`src/rtl/cpu_clk_pkg.sv`:
```
// -----------------------------------------------------------------------------
// cpu_clk_pkg
//   Shared types for the CPU clock-enable controller: the controller FSM state
//   encoding and its width. Imported by the interface and by cpu_clk_ctrl.
// -----------------------------------------------------------------------------
package cpu_clk_pkg;

   localparam int STATE_W = 2;

   // Encoding is visible on the state output, so the values are fixed.
   typedef enum logic [STATE_W-1:0] {
      IDLE = 2'd0,
      RUN  = 2'd1,
      STEP = 2'd2,
      TRAP = 2'd3
   } state_e;

endpackage

```
`src/rtl/cpu_clk_ctrl_if.sv`:
```
// -----------------------------------------------------------------------------
// cpu_clk_ctrl_if
//   Bundles the control inputs and status outputs of cpu_clk_ctrl.
//   master : board/CPU side, drives run_sw, btn_step, halt_req, div_n
//   slave  : the controller, drives cpu_ce, state, tick_led, ce_cnt
//   Parameters DIV_W / CNT_W must match those of the attached cpu_clk_ctrl.
// -----------------------------------------------------------------------------
interface cpu_clk_ctrl_if #(
   parameter int DIV_W = 32,
   parameter int CNT_W = 32
);
   import cpu_clk_pkg::*;

   logic               run_sw;    // free-run switch, asynchronous
   logic               btn_step;  // single-step button, asynchronous
   logic               halt_req;  // CPU halt request, synchronous to clk
   logic [DIV_W-1:0]   div_n;     // run-mode period in clk cycles
   logic               cpu_ce;    // one-cycle clock enable to the CPU
   logic [STATE_W-1:0] state;     // controller state
   logic               tick_led;  // toggles once per cpu_ce pulse
   logic [CNT_W-1:0]   ce_cnt;    // cpu_ce pulses since reset (wrapping)

   modport master (
      output run_sw, btn_step, halt_req, div_n,
      input  cpu_ce, state, tick_led, ce_cnt
   );

   modport slave (
      input  run_sw, btn_step, halt_req, div_n,
      output cpu_ce, state, tick_led, ce_cnt
   );

endinterface

```
`src/rtl/cpu_clk_ctrl_tick_gen.sv`:
```
// -----------------------------------------------------------------------------
// tick_gen
//   Programmable period divider producing a one-cycle tick instead of a
//   toggled clock. The counter runs 0..P-1 and wraps, tick is high while the
//   count equals P-1. P is div_n, with div_n of 0 or 1 meaning P=1.
//   The period is sampled while clr is high and again at every wrap, so a
//   div_n change mid-period only affects the following period.
//
//   clk    in  system clock
//   rst_n  in  asynchronous active-low reset
//   clr    in  hold counter at 0 and keep reloading the period
//   div_n  in  requested period
//   tick   out high in the last cycle of each period (combinational)
// -----------------------------------------------------------------------------
module tick_gen #(
   parameter int DIV_W = 32
) (
   input  logic             clk,
   input  logic             rst_n,
   input  logic             clr,
   input  logic [DIV_W-1:0] div_n,
   output logic             tick
);

   logic [DIV_W-1:0] cnt_q, cnt_d;
   logic [DIV_W-1:0] per_q, per_d;
   logic [DIV_W-1:0] div_eff;

   always_comb begin
      div_eff = (div_n > DIV_W'(1)) ? div_n : DIV_W'(1);
      tick    = (cnt_q == per_q - DIV_W'(1));
      cnt_d   = cnt_q + DIV_W'(1);
      per_d   = per_q;
      if (clr || tick) begin
         cnt_d = '0;
         per_d = div_eff;
      end
   end

   always_ff @(posedge clk or negedge rst_n) begin
      if (!rst_n) begin
         cnt_q <= '0;
         per_q <= DIV_W'(1);
      end else begin
         cnt_q <= cnt_d;
         per_q <= per_d;
      end
   end

endmodule

```
`src/rtl/cpu_clk_ctrl.sv`:
```
// -----------------------------------------------------------------------------
// cpu_clk_ctrl
//   Generates the clock-enable for a slow-running CPU on a 100 MHz board.
//   IDLE waits for the run switch or a step-button press, RUN issues cpu_ce
//   once every P cycles (see tick_gen), STEP issues exactly one cpu_ce, and
//   TRAP parks the CPU after a halt request until the run switch is dropped.
//
//   cpu_ce is decided in a cycle and presented registered in the next one;
//   tick_led and ce_cnt follow one cycle after each cpu_ce pulse.
//
//   Build option: define CPU_CLK_CTRL_DEBOUNCE_EN to require DEBOUNCE_CYCLES
//   consecutive equal samples of the synchronised button before it is
//   accepted. Without it the synchronised level is used directly.
//
//   clk       in  system clock
//   rst_n     in  asynchronous active-low reset
//   bus       slave modport of cpu_clk_ctrl_if (switch/button/halt/div_n in,
//             cpu_ce/state/tick_led/ce_cnt out)
// -----------------------------------------------------------------------------
module cpu_clk_ctrl
   import cpu_clk_pkg::*;
#(
   parameter int DIV_W           = 32,
   parameter int DEBOUNCE_CYCLES = 1_000_000,
   parameter int CNT_W           = 32
) (
   input  logic           clk,
   input  logic           rst_n,
   cpu_clk_ctrl_if.slave  bus
);

   if (DEBOUNCE_CYCLES < 1) begin : g_bad_debounce
      $error("cpu_clk_ctrl: DEBOUNCE_CYCLES must be at least 1");
   end

   // --------------------------------------------------------------------------
   // Input synchronisers for the two board inputs
   // --------------------------------------------------------------------------
   logic run_s1_q, run_s2_q;
   logic btn_s1_q, btn_s2_q;

   // NOTE: sequential state uses non-blocking assignments so every flop
   // samples the pre-edge value of its neighbours, which is what makes the
   // two-stage synchroniser two stages rather than one.
   always_ff @(posedge clk or negedge rst_n) begin
      if (!rst_n) begin
         run_s1_q <= 1'b0;
         run_s2_q <= 1'b0;
         btn_s1_q <= 1'b0;
         btn_s2_q <= 1'b0;
      end else begin
         run_s1_q <= bus.run_sw;
         run_s2_q <= run_s1_q;
         btn_s1_q <= bus.btn_step;
         btn_s2_q <= btn_s1_q;
      end
   end

   logic run_sync;
   logic btn_lvl;

   assign run_sync = run_s2_q;

   // --------------------------------------------------------------------------
   // Optional button debounce
   // --------------------------------------------------------------------------
`ifdef CPU_CLK_CTRL_DEBOUNCE_EN
   localparam int DB_W = $clog2(DEBOUNCE_CYCLES + 1);

   logic [DB_W-1:0] db_cnt_q, db_cnt_d;
   logic            btn_db_q, btn_db_d;

   // db_cnt counts how many consecutive samples so far disagreed with the
   // accepted level; the DEBOUNCE_CYCLES-th disagreeing sample flips it.
   // NOTE: every signal driven here gets a default first, so no path leaves
   // it unassigned and no latch is inferred.
   always_comb begin
      db_cnt_d = '0;
      btn_db_d = btn_db_q;
      if (btn_s2_q != btn_db_q) begin
         if (db_cnt_q == DB_W'(DEBOUNCE_CYCLES - 1)) begin
            btn_db_d = btn_s2_q;
         end else begin
            db_cnt_d = db_cnt_q + DB_W'(1);
         end
      end
   end

   always_ff @(posedge clk or negedge rst_n) begin
      if (!rst_n) begin
         db_cnt_q <= '0;
         btn_db_q <= 1'b0;
      end else begin
         db_cnt_q <= db_cnt_d;
         btn_db_q <= btn_db_d;
      end
   end

   assign btn_lvl = btn_db_q;
`else
   assign btn_lvl = btn_s2_q;
`endif

   // --------------------------------------------------------------------------
   // Step event: rising edge of the qualified button level
   // --------------------------------------------------------------------------
   logic btn_prev_q;
   logic step_evt;

   always_ff @(posedge clk or negedge rst_n) begin
      if (!rst_n) begin
         btn_prev_q <= 1'b0;
      end else begin
         btn_prev_q <= btn_lvl;
      end
   end

   // The previous level is tracked in every state, so a press that happens
   // during RUN or TRAP is consumed there and never replays later in IDLE.
   assign step_evt = btn_lvl & ~btn_prev_q;

   // --------------------------------------------------------------------------
   // Run-mode period generator
   // --------------------------------------------------------------------------
   state_e state_q, state_d;
   logic   tick;
   logic   tick_clr;

   // Held clear outside RUN, so entry starts at count 0 with a freshly
   // sampled period.
   assign tick_clr = (state_q != RUN);

   tick_gen #(
      .DIV_W (DIV_W)
   ) u_tick_gen (
      .clk   (clk),
      .rst_n (rst_n),
      .clr   (tick_clr),
      .div_n (bus.div_n),
      .tick  (tick)
   );

   // --------------------------------------------------------------------------
   // Controller FSM
   // --------------------------------------------------------------------------
   logic cpu_ce_q, cpu_ce_d;

   always_comb begin
      state_d  = state_q;
      cpu_ce_d = 1'b0;
      unique case (state_q)
         IDLE: begin
            if (run_sync) begin
               state_d = RUN;
            end else if (step_evt) begin
               state_d  = STEP;
               cpu_ce_d = 1'b1;   // high exactly while state is STEP
            end
         end
         STEP: begin
            state_d = IDLE;
         end
         RUN: begin
            // A halt or an exit in the tick cycle swallows that pulse.
            if (bus.halt_req) begin
               state_d = TRAP;
            end else if (!run_sync) begin
               state_d = IDLE;
            end else begin
               cpu_ce_d = tick;
            end
         end
         TRAP: begin
            if (!run_sync) begin
               state_d = IDLE;
            end
         end
         default: begin
            state_d = IDLE;
         end
      endcase
   end

   always_ff @(posedge clk or negedge rst_n) begin
      if (!rst_n) begin
         state_q  <= IDLE;
         cpu_ce_q <= 1'b0;
      end else begin
         state_q  <= state_d;
         cpu_ce_q <= cpu_ce_d;
      end
   end

   // --------------------------------------------------------------------------
   // Pulse indicators, updated the cycle after each cpu_ce pulse
   // --------------------------------------------------------------------------
   logic             tick_led_q, tick_led_d;
   logic [CNT_W-1:0] ce_cnt_q, ce_cnt_d;

   always_comb begin
      tick_led_d = tick_led_q ^ cpu_ce_q;
      ce_cnt_d   = ce_cnt_q + CNT_W'(cpu_ce_q);
   end

   always_ff @(posedge clk or negedge rst_n) begin
      if (!rst_n) begin
         tick_led_q <= 1'b0;
         ce_cnt_q   <= '0;
      end else begin
         tick_led_q <= tick_led_d;
         ce_cnt_q   <= ce_cnt_d;
      end
   end

   assign bus.cpu_ce   = cpu_ce_q;
   assign bus.state    = state_q;
   assign bus.tick_led = tick_led_q;
   assign bus.ce_cnt   = ce_cnt_q;

endmodule
```
`src/flat_wrapper.sv`:
```
// flat-port wrapper written by rule: the top's interface ports become plain ports
module cpu_clk_ctrl_flat import cpu_clk_pkg::*;
#(
   parameter int DIV_W           = 32,
   parameter int DEBOUNCE_CYCLES = 1_000_000,
   parameter int CNT_W           = 32
)
  (clk, rst_n, bus_run_sw, bus_btn_step, bus_halt_req, bus_div_n, bus_cpu_ce, bus_state, bus_tick_led, bus_ce_cnt);
  cpu_clk_ctrl_if #(.DIV_W(DIV_W), .CNT_W(CNT_W)) bus_i ();
  input  logic clk;
  input  logic rst_n;
  input wire logic [$bits(bus_i.run_sw)-1:0] bus_run_sw;
  input wire logic [$bits(bus_i.btn_step)-1:0] bus_btn_step;
  input wire logic [$bits(bus_i.halt_req)-1:0] bus_halt_req;
  input wire logic [$bits(bus_i.div_n)-1:0] bus_div_n;
  output wire logic [$bits(bus_i.cpu_ce)-1:0] bus_cpu_ce;
  output wire logic [$bits(bus_i.state)-1:0] bus_state;
  output wire logic [$bits(bus_i.tick_led)-1:0] bus_tick_led;
  output wire logic [$bits(bus_i.ce_cnt)-1:0] bus_ce_cnt;
  assign bus_i.run_sw = bus_run_sw;
  assign bus_i.btn_step = bus_btn_step;
  assign bus_i.halt_req = bus_halt_req;
  assign bus_i.div_n = bus_div_n;
  assign bus_cpu_ce = bus_i.cpu_ce;
  assign bus_state = bus_i.state;
  assign bus_tick_led = bus_i.tick_led;
  assign bus_ce_cnt = bus_i.ce_cnt;
  cpu_clk_ctrl #(.DIV_W(DIV_W), .DEBOUNCE_CYCLES(DEBOUNCE_CYCLES), .CNT_W(CNT_W)) u_core (.clk(clk), .rst_n(rst_n), .bus(bus_i));
endmodule
```
`config.mk`:
```
export PLATFORM = sky130hd
export DESIGN_NAME = cpu_clk_ctrl_flat
export DESIGN_NICKNAME = d
export VERILOG_FILES = /design/src/rtl/cpu_clk_pkg.sv /design/src/rtl/cpu_clk_ctrl_if.sv /design/src/rtl/cpu_clk_ctrl_tick_gen.sv /design/src/rtl/cpu_clk_ctrl.sv /design/src/flat_wrapper.sv
export SDC_FILE = /design/constraint.sdc
export NUM_CORES = 1
export LEC_CHECK = 0
export ABC_AREA = 1
export ABC_CLOCK_PERIOD_IN_PS = 2300
export CAP_MARGIN = 20
export CORE_UTILIZATION = 58
export CTS_CLUSTER_SIZE = 28
export DETAILED_ROUTE_END_ITERATION = 16
export DONT_BUFFER_PORTS = 1
export GPL_ROUTABILITY_DRIVEN = 0
export PLACE_DENSITY = 0.76
export REMOVE_ABC_BUFFERS = 1
export SLEW_MARGIN = 20
export SYNTH_ARGS = -nofsm -noshare
export SYNTH_HDL_FRONTEND = slang
export SYNTH_SLANG_ARGS = --single-unit
```
`constraint.sdc`:
```
create_clock -name clk -period 2.3 [get_ports clk]
set_input_delay 0.69 -clock clk [delete_from_list [all_inputs] [get_ports clk]]
set_output_delay 0.69 -clock clk [all_outputs]
set_load 0.02 [all_outputs]
```
==> run_results.csv, run 1 <==
group,metric,value,unit
timing,finalMaxSlewViolations,0,
finish,layout_common_cells,"nand2_1, dfrtp_1, nor2_1",
clocking,cts_tree,"yes",
finish,drive_gt1_share,24.32,%
worst_hold_path,hp-class,"in2async",
timing,fin_crit_sh,107.5,%
worst_setup_path,arrival,2.80,ns
placed_design,place_hpwl,11550,um
finish,nNetsFinal,950,
outcome,violations,"hold timing, setup timing",
placed_design,dp.cells,1009,
finish,diodes,0,
route,drtPass1Iterations,5,
timing,grt_setup_unrepaired,"true",
placed_design,port_buffers,0,
clocking,cts-buffers-inserted,9,
timing,final_hold_viol_count,5,
die,dieWidth,105.5,um
die,initial_core_util,59.91,%
route,routedWlPerCell,16.36,um
die,die_h,105.5,um
clocking,clock_path_buffers,2,
route,wl,17170,um
die,die_area,11130,um^2
clocking,worstSkewPairLatency,0.37,ns
die,coreArea,10370,um^2
global_routing,antenna_found_initial,0,
global_routing,grt_overflow,0,
timing,finalSetupTns,-7.892,ns
outcome,outcome,"finished, violations left",
synth,synthDistinctLibCells,32,
worst_setup_path,rr_startpoint,"u_core.u_tick_gen.per_q[1]$_DFFE_PN0N_",
worst_setup_path,worstPathRequired,2.62,ns
clocking,cts-root-buf,"clkbuf_8",
route,vias,5987,
synth,yosysSeqAreaShare,42.32,%
synth,netlist_area,6212,um^2
worst_setup_path,crit_type,"reg2reg",
timing,min_period,2.473,ns
global_routing,grt_use_total,29.97,%
global_routing,grt_max_degree,106,
global_routing,grt_pass1_vias,5776,
clocking,clock_sinks,105,
timing,timing.fmax,404.4,MHz
power,powerDensity,764.0,nW/um^2
worst_setup_path,end_kind,"flip-flop",
timing,finalSetupViolCount,65,
timing,hold_ws,-0.004400,ns
synth,ys_ff_latch,105,
flow_run,cap_viol_max_count,0,
timing,slew_headroom,65.52,%
finish,final_common_cell,"nand2_1",
worst_setup_path,startpoint,"u_core.u_tick_gen.per_q[1]$_DFFE_PN0N_",
timing,setup_ws,-0.1730,ns
route,avgViaCountPerCell,5.707,
clocking,htree_levels,3,
synth,synth_warnings,0,
synth,synth_area_per_cell,7.422,um^2
route,antenna_left,0,
power,p_leak,3.508,nW
route,drt_iter0_drc,717,
die,rows,37,
timing,tightest_slew,0.5125,ns
global_routing,grt_pass1_wl,26400,um
timing,final.setup_skew,0.01120,ns
power,peakVddDrop,0.3882,mV
die,ios,73,
worst_setup_path,cp-start-kind,"flip-flop",
synth,synthCells,837,
finish,stdcell_count,1049,
finish,area_growth,24.75,%
clocking,clkTransAtPathRegs,0.10,ns
worst_setup_path,cp_max_fo,8,
route,drc,0,
power,power.total,0.005921,W
[final cells by class]
type,count,area (um^2)
sequential,105,2630
multi-input combinational,636,3674
timing repair buffer,75,773.2
tap,136,170.2
inverter,82,307.8
clock inverter,4,53.80
fill,736,2620
clock buffer,11,141.4
[where the power goes]
group          leakage (nW)  switching [W]  internal [W]
Clock                0.0916       0.000624      0.000530
Combinational          2.04        0.00130       0.00102
Sequential             1.38       0.000362       0.00208
Total                  3.51        0.00229       0.00363
[worst max-delay path, cell delays in order (launching register included)]
cell and delay, ns:
dfrtp_1 0.43, buf_6 0.13, nor2_4 0.13, nand2_4 0.10, nor2_4 0.25, buf_6 0.14, nand3_2 0.06, nand2_1 0.08
nand2_1 0.07, nor2_1 0.15, nand3_2 0.10, nor2_4 0.13, nand3_4 0.10, nand2_4 0.10, buf_12 0.15, buf_12 0.15
nand2_2 0.07, nand2_2 0.08
[Yosys cell counts]
cell	count	area share [%]
nor2_1	141	8.5
inv_2	4	0.24
and3_1	1	0.10
nor3_1	20	1.6
nand2_2	2	0.20
nand2_1	244	15
buf_6	4	0.73
xnor2_1	27	3.8
a221oi_1	1	0.14
inv_1	78	4.7
a21oi_1	2	0.16
ha_1	4	0.81
buf_2	3	0.24
o21bai_1	4	0.48
nor4_1	14	1.4
clkbuf_1	5	0.30
nor2_2	4	0.40
nand3b_1	6	0.73
nor3_2	1	0.16
o21ai_0	5	0.40
nor2_4	5	0.91
nand3_1	64	5.2
dfrtp_1	104	42
nand4_1	26	2.6
xor2_1	55	7.8
or2_2	2	0.20
nor3b_1	1	0.12
nand3_2	1	0.16
buf_4	3	0.36
nand2_4	1	0.18
o21ai_1	4	0.32
dfstp_2	1	0.42
[what timing repair did]
| item | in CTS | in global routing |
|---|---|---|
| setup buffers | 12 | 8 |
| resized for setup | 35 | 126 |
| gates cloned | 3 | 4 |
| setup endpoints to repair | 66 | 73 |
| pin swaps | 17 | 43 |
| endpoints found under the hold margin | 104 | 104 |
[final timing paths]
kind / end / slack, ns / cells past startpoint
max in group asynchronous: u_core.u_tick_gen.per_q[0]$_DFFE_PN1N_ / 2.06 / 0
worst max register to register: u_core.u_tick_gen.per_q[0]$_DFFE_PN1N_ / -0.17 / 17
worst max-delay path: u_core.u_tick_gen.per_q[0]$_DFFE_PN1N_ / -0.17 / 17
min in group clk: u_core.btn_s1_q$_DFF_PN0_ / 0.34 / 0
worst min-delay path: u_core.bus.ce_cnt[31]$_DFF_PN0_ / -0.004 / 0
worst min register to register: u_core.run_s2_q$_DFF_PN0_ / 0.36 / 0
[registers in the layout, summed over array words and instances, names as in the netlist]
register                 count
u_core.btn_lvl               1
u_core.btn_prev_q            1
u_core.btn_s1_q              1
u_core.bus.ce_cnt           32
u_core.bus.cpu_ce            1
u_core.bus.state             2
u_core.bus.tick_led          1
u_core.run_s1_q              1
u_core.run_s2_q              1
u_core.u_tick_gen.cnt_q     32
u_core.u_tick_gen.per_q     32
[metal layers]
| layer | vias to the layer above | wire (um) | GRT usage [%] | part of all wire, % |
|---|---|---|---|---|
| met5 | - | 0 | 0 | 0 |
| met3 | 70 | 1381 | 6.617 | 8.0 |
| li1 | 2786 | - | - | - |
| met2 | 336 | 8317 | 49.72 | 48 |
| met4 | 0 | 750 | 15.38 | 4.4 |
| met1 | 2795 | 6716 | 36.74 | 39 |
[cell families after synthesis]
group           after synthesis  share of synthesized area [%]
buf+inv                      97                          6.586
simple gates                533                          37.22
compound gates               16                          1.511
xor+xnor                     82                          11.56
flops                       105                          42.32
fa+ha+maj                     4                         0.8057
[through the flow]
stage	utilization (%)	area, um^2	worst slack [ns]
global placement	64.65	6704	-0.1351
detailed placement	64.65	6704	-0.1693
CTS	69.40	7197	-0.06239
finish	74.73	7750	-0.1730
global route	74.73	7750	-0.3038
floorplan	-	6111	-0.4866
Power figures use the tool's default switching activity.
==> run 2: changes to the inputs <==
Settings changed: ABC_CLOCK_PERIOD_IN_PS 2300 to 2400, CORE_UTILIZATION 58 to 64, CTS_BUF_LIST set to sky130_fd_sc_hd__clkbuf_16, MAX_ROUTING_LAYER set to met4, PLACE_DENSITY 0.76 to 0.8.
Clock period 2.3 ns to 2.4 ns, I/O delays scaled along.
==> run 2 against run 1 <==
Critical endpoint is now u_core.u_tick_gen.per_q[6]$_DFFE_PN0N_. Hold slack better by 0.061 ns. Fmax is 2.5% lower. The flow finishes with violations (setup timing). Non-clock buffer count is 32 lower. First-iteration DRC count is 42% lower.
==> run_results.csv, run 2 (synthesis gave the netlist of run 1 again) <==
group,metric,value,unit
outcome,outcome,"finished, violations left",
outcome,violations,"setup timing",
clocking,clock_path_buffers,2,
global_routing,grt_util_met2,53.53,%
global_routing,grt-busiest-layer,"met2",
worst_hold_path,hp-class,"in2async",
route,antenna_left,0,
die,die_h,100.5,um
timing,fin_crit_sh,105.6,%
finish,final_common_cell,"nand2_1",
worst_setup_path,worst-r2r-cell-count,13,
placed_design,place_hpwl,11170,um
timing,min_period,2.535,ns
clocking,cts_tree,"yes",
timing,tightest_slew,0.7152,ns
placed_design,port_buffers,0,
route,vias,5847,
global_routing,use_met1,41.57,%
global_routing,grt_overflow,0,
clocking,clkTransAtPathRegs,0.07,ns
die,die_area,10100,um^2
timing,grt_setup_unrepaired,"true",
route,drtPass1Iterations,9,
power,p_leak,3.373,nW
timing,setup_ws,-0.1355,ns
global_routing,antenna_found_initial,0,
global_routing,grt_pass1_wl,25010,um
route,avgViaCountPerCell,5.789,
finish,nNetsFinal,918,
power,power.total,0.005703,W
finish,fin_util,80.50,%
clocking,clock_sinks,105,
worst_setup_path,arrival,2.83,ns
die,initial_core_util,66.60,%
finish,drive_gt1_share,21.11,%
timing,finalMaxSlewViolations,0,
die,dieWidth,100.5,um
timing,final_hold_viol_count,0,
route,drc,0,
timing,timing.fmax,394.4,MHz
finish,area_growth,20.87,%
global_routing,grt_max_degree,106,
worst_setup_path,cp_max_fo,8,
route,routedWlPerCell,17.12,um
clocking,cts-root-buf,"clkbuf_16",
worst_setup_path,cp-start-kind,"flip-flop",
timing,final.setup_skew,0.003951,ns
global_routing,grt_use_total,32.98,%
finish,diodes,0,
timing,finalSetupViolCount,64,
clocking,htree_levels,3,
die,ios,73,
timing,slew_headroom,52.27,%
die,rows,35,
finish,layout_common_cells,"nand2_1, nor2_1, dfrtp_1",
flow_run,cap_viol_max_count,0,
timing,hold_ws,0.05618,ns
worst_setup_path,worstPathRequired,2.69,ns
timing,finalSetupTns,-5.433,ns
worst_setup_path,end_kind,"flip-flop",
clocking,worstSkewPairLatency,0.35,ns
clocking,cts-buffers-inserted,9,
route,drt_iter0_drc,418,
power,powerDensity,759.5,nW/um^2
global_routing,grtUsageMet3,5.617,%
global_routing,grt_pass1_vias,5510,
worst_setup_path,crit_type,"reg2reg",
die,coreArea,9328,um^2
power,peakVddDrop,0.6453,mV
route,wl,17290,um
[run 2: cell count changes in the layout (fill, tap and decap cells not counted), moves of 4 or more]
| cell | change |
|---|---|
| buf_4 | -28 |
| clkbuf_16 | +10 |
| clkbuf_8 | -10 |
| nand2_1 | -12 |
| nand2_2 | +6 |
| nand2_4 | +5 |
| nand3_1 | +5 |
| nand3_2 | -4 |
| nor2_1 | +14 |
| nor2_2 | -9 |
| nor2_4 | -6 |
[run 2: what timing repair did]
| action | 4_1_cts | 5_1_grt |
|---|---|---|
| setup endpoints to repair | 65 | 68 |
| hold endpoints to repair | 0 | 0 |
| pin swaps | 3 | 27 |
| gates resized for setup | 6 | 143 |
| hold buffers | 0 | 0 |
| buffers inserted | 0 | 10 |
| gates cloned | 0 | 7 |
[run 2: per-stage QoR]
stage | cell area (um^2) | instances | setup slack (ns)
detailed placement | 6515 | 978 | -0.05525
finish | 7508 | 1010 | -0.1355
global route | 7508 | 1010 | -0.2425
floorplan | 6111 | 822 | -0.3866
global placement | 6515 | 978 | 0.01147
CTS | 6805 | 993 | 0.005415
[run 2: power breakdown]
group          total [W]  switching [W]  internal [W]
sequential       0.00235       0.000351       0.00200
clock            0.00137       0.000667      0.000704
combinational    0.00198        0.00115      0.000828
total            0.00570        0.00217       0.00353
[run 2: path summary, 6_finish.rpt]
check                                                             from                                      to  slack (ns)
worst max register to register  u_core.u_tick_gen.per_q[6]$_DFFE_PN0N_  u_core.u_tick_gen.per_q[6]$_DFFE_PN0N_       -0.14
worst max-delay path            u_core.u_tick_gen.per_q[6]$_DFFE_PN0N_  u_core.u_tick_gen.per_q[6]$_DFFE_PN0N_       -0.14
worst min-delay path                                             rst_n  u_core.u_tick_gen.per_q[3]$_DFFE_PN0N_        0.06
worst min register to register               u_core.run_s1_q$_DFF_PN0_               u_core.run_s2_q$_DFF_PN0_        0.35
max in group asynchronous                                        rst_n  u_core.u_tick_gen.per_q[0]$_DFFE_PN1N_        2.17
min in group clk                             u_core.run_s1_q$_DFF_PN0_               u_core.run_s2_q$_DFF_PN0_        0.35
[run 2: cell type report]
| cell class | instances | area, um^2 |
|---|---|---|
| clock buffer | 9 | 225.2 |
| clock inverter | 6 | 43.79 |
| fill | 589 | 1819 |
| inverter | 82 | 307.8 |
| multi-input combinational | 636 | 3647 |
| sequential | 105 | 2633 |
| tap | 129 | 161.4 |
| timing repair buffer | 43 | 490.5 |
[run 2: per-layer routing]
| metal | vias up | wire length, um |
|---|---|---|
| li1 | 2725 | - |
| met1 | 2736 | 6650 |
| met2 | 328 | 8485 |
| met3 | 58 | 1620 |
| met4 | 0 | 533 |
| met5 | - | 0 |
[run 2: worst max-delay path: stages, from the launching register on]
cell and delay (ns):
dfrtp_1 0.47, nor2_2 0.17, nand2_1 0.11, nor2_4 0.27, nand2_2 0.12, xor2_1 0.16, nor2_1 0.16, nand3_2 0.13
nor2_2 0.20, nand3_4 0.19, nand2_8 0.18, buf_12 0.16, nand2_2 0.07, nand2_2 0.07
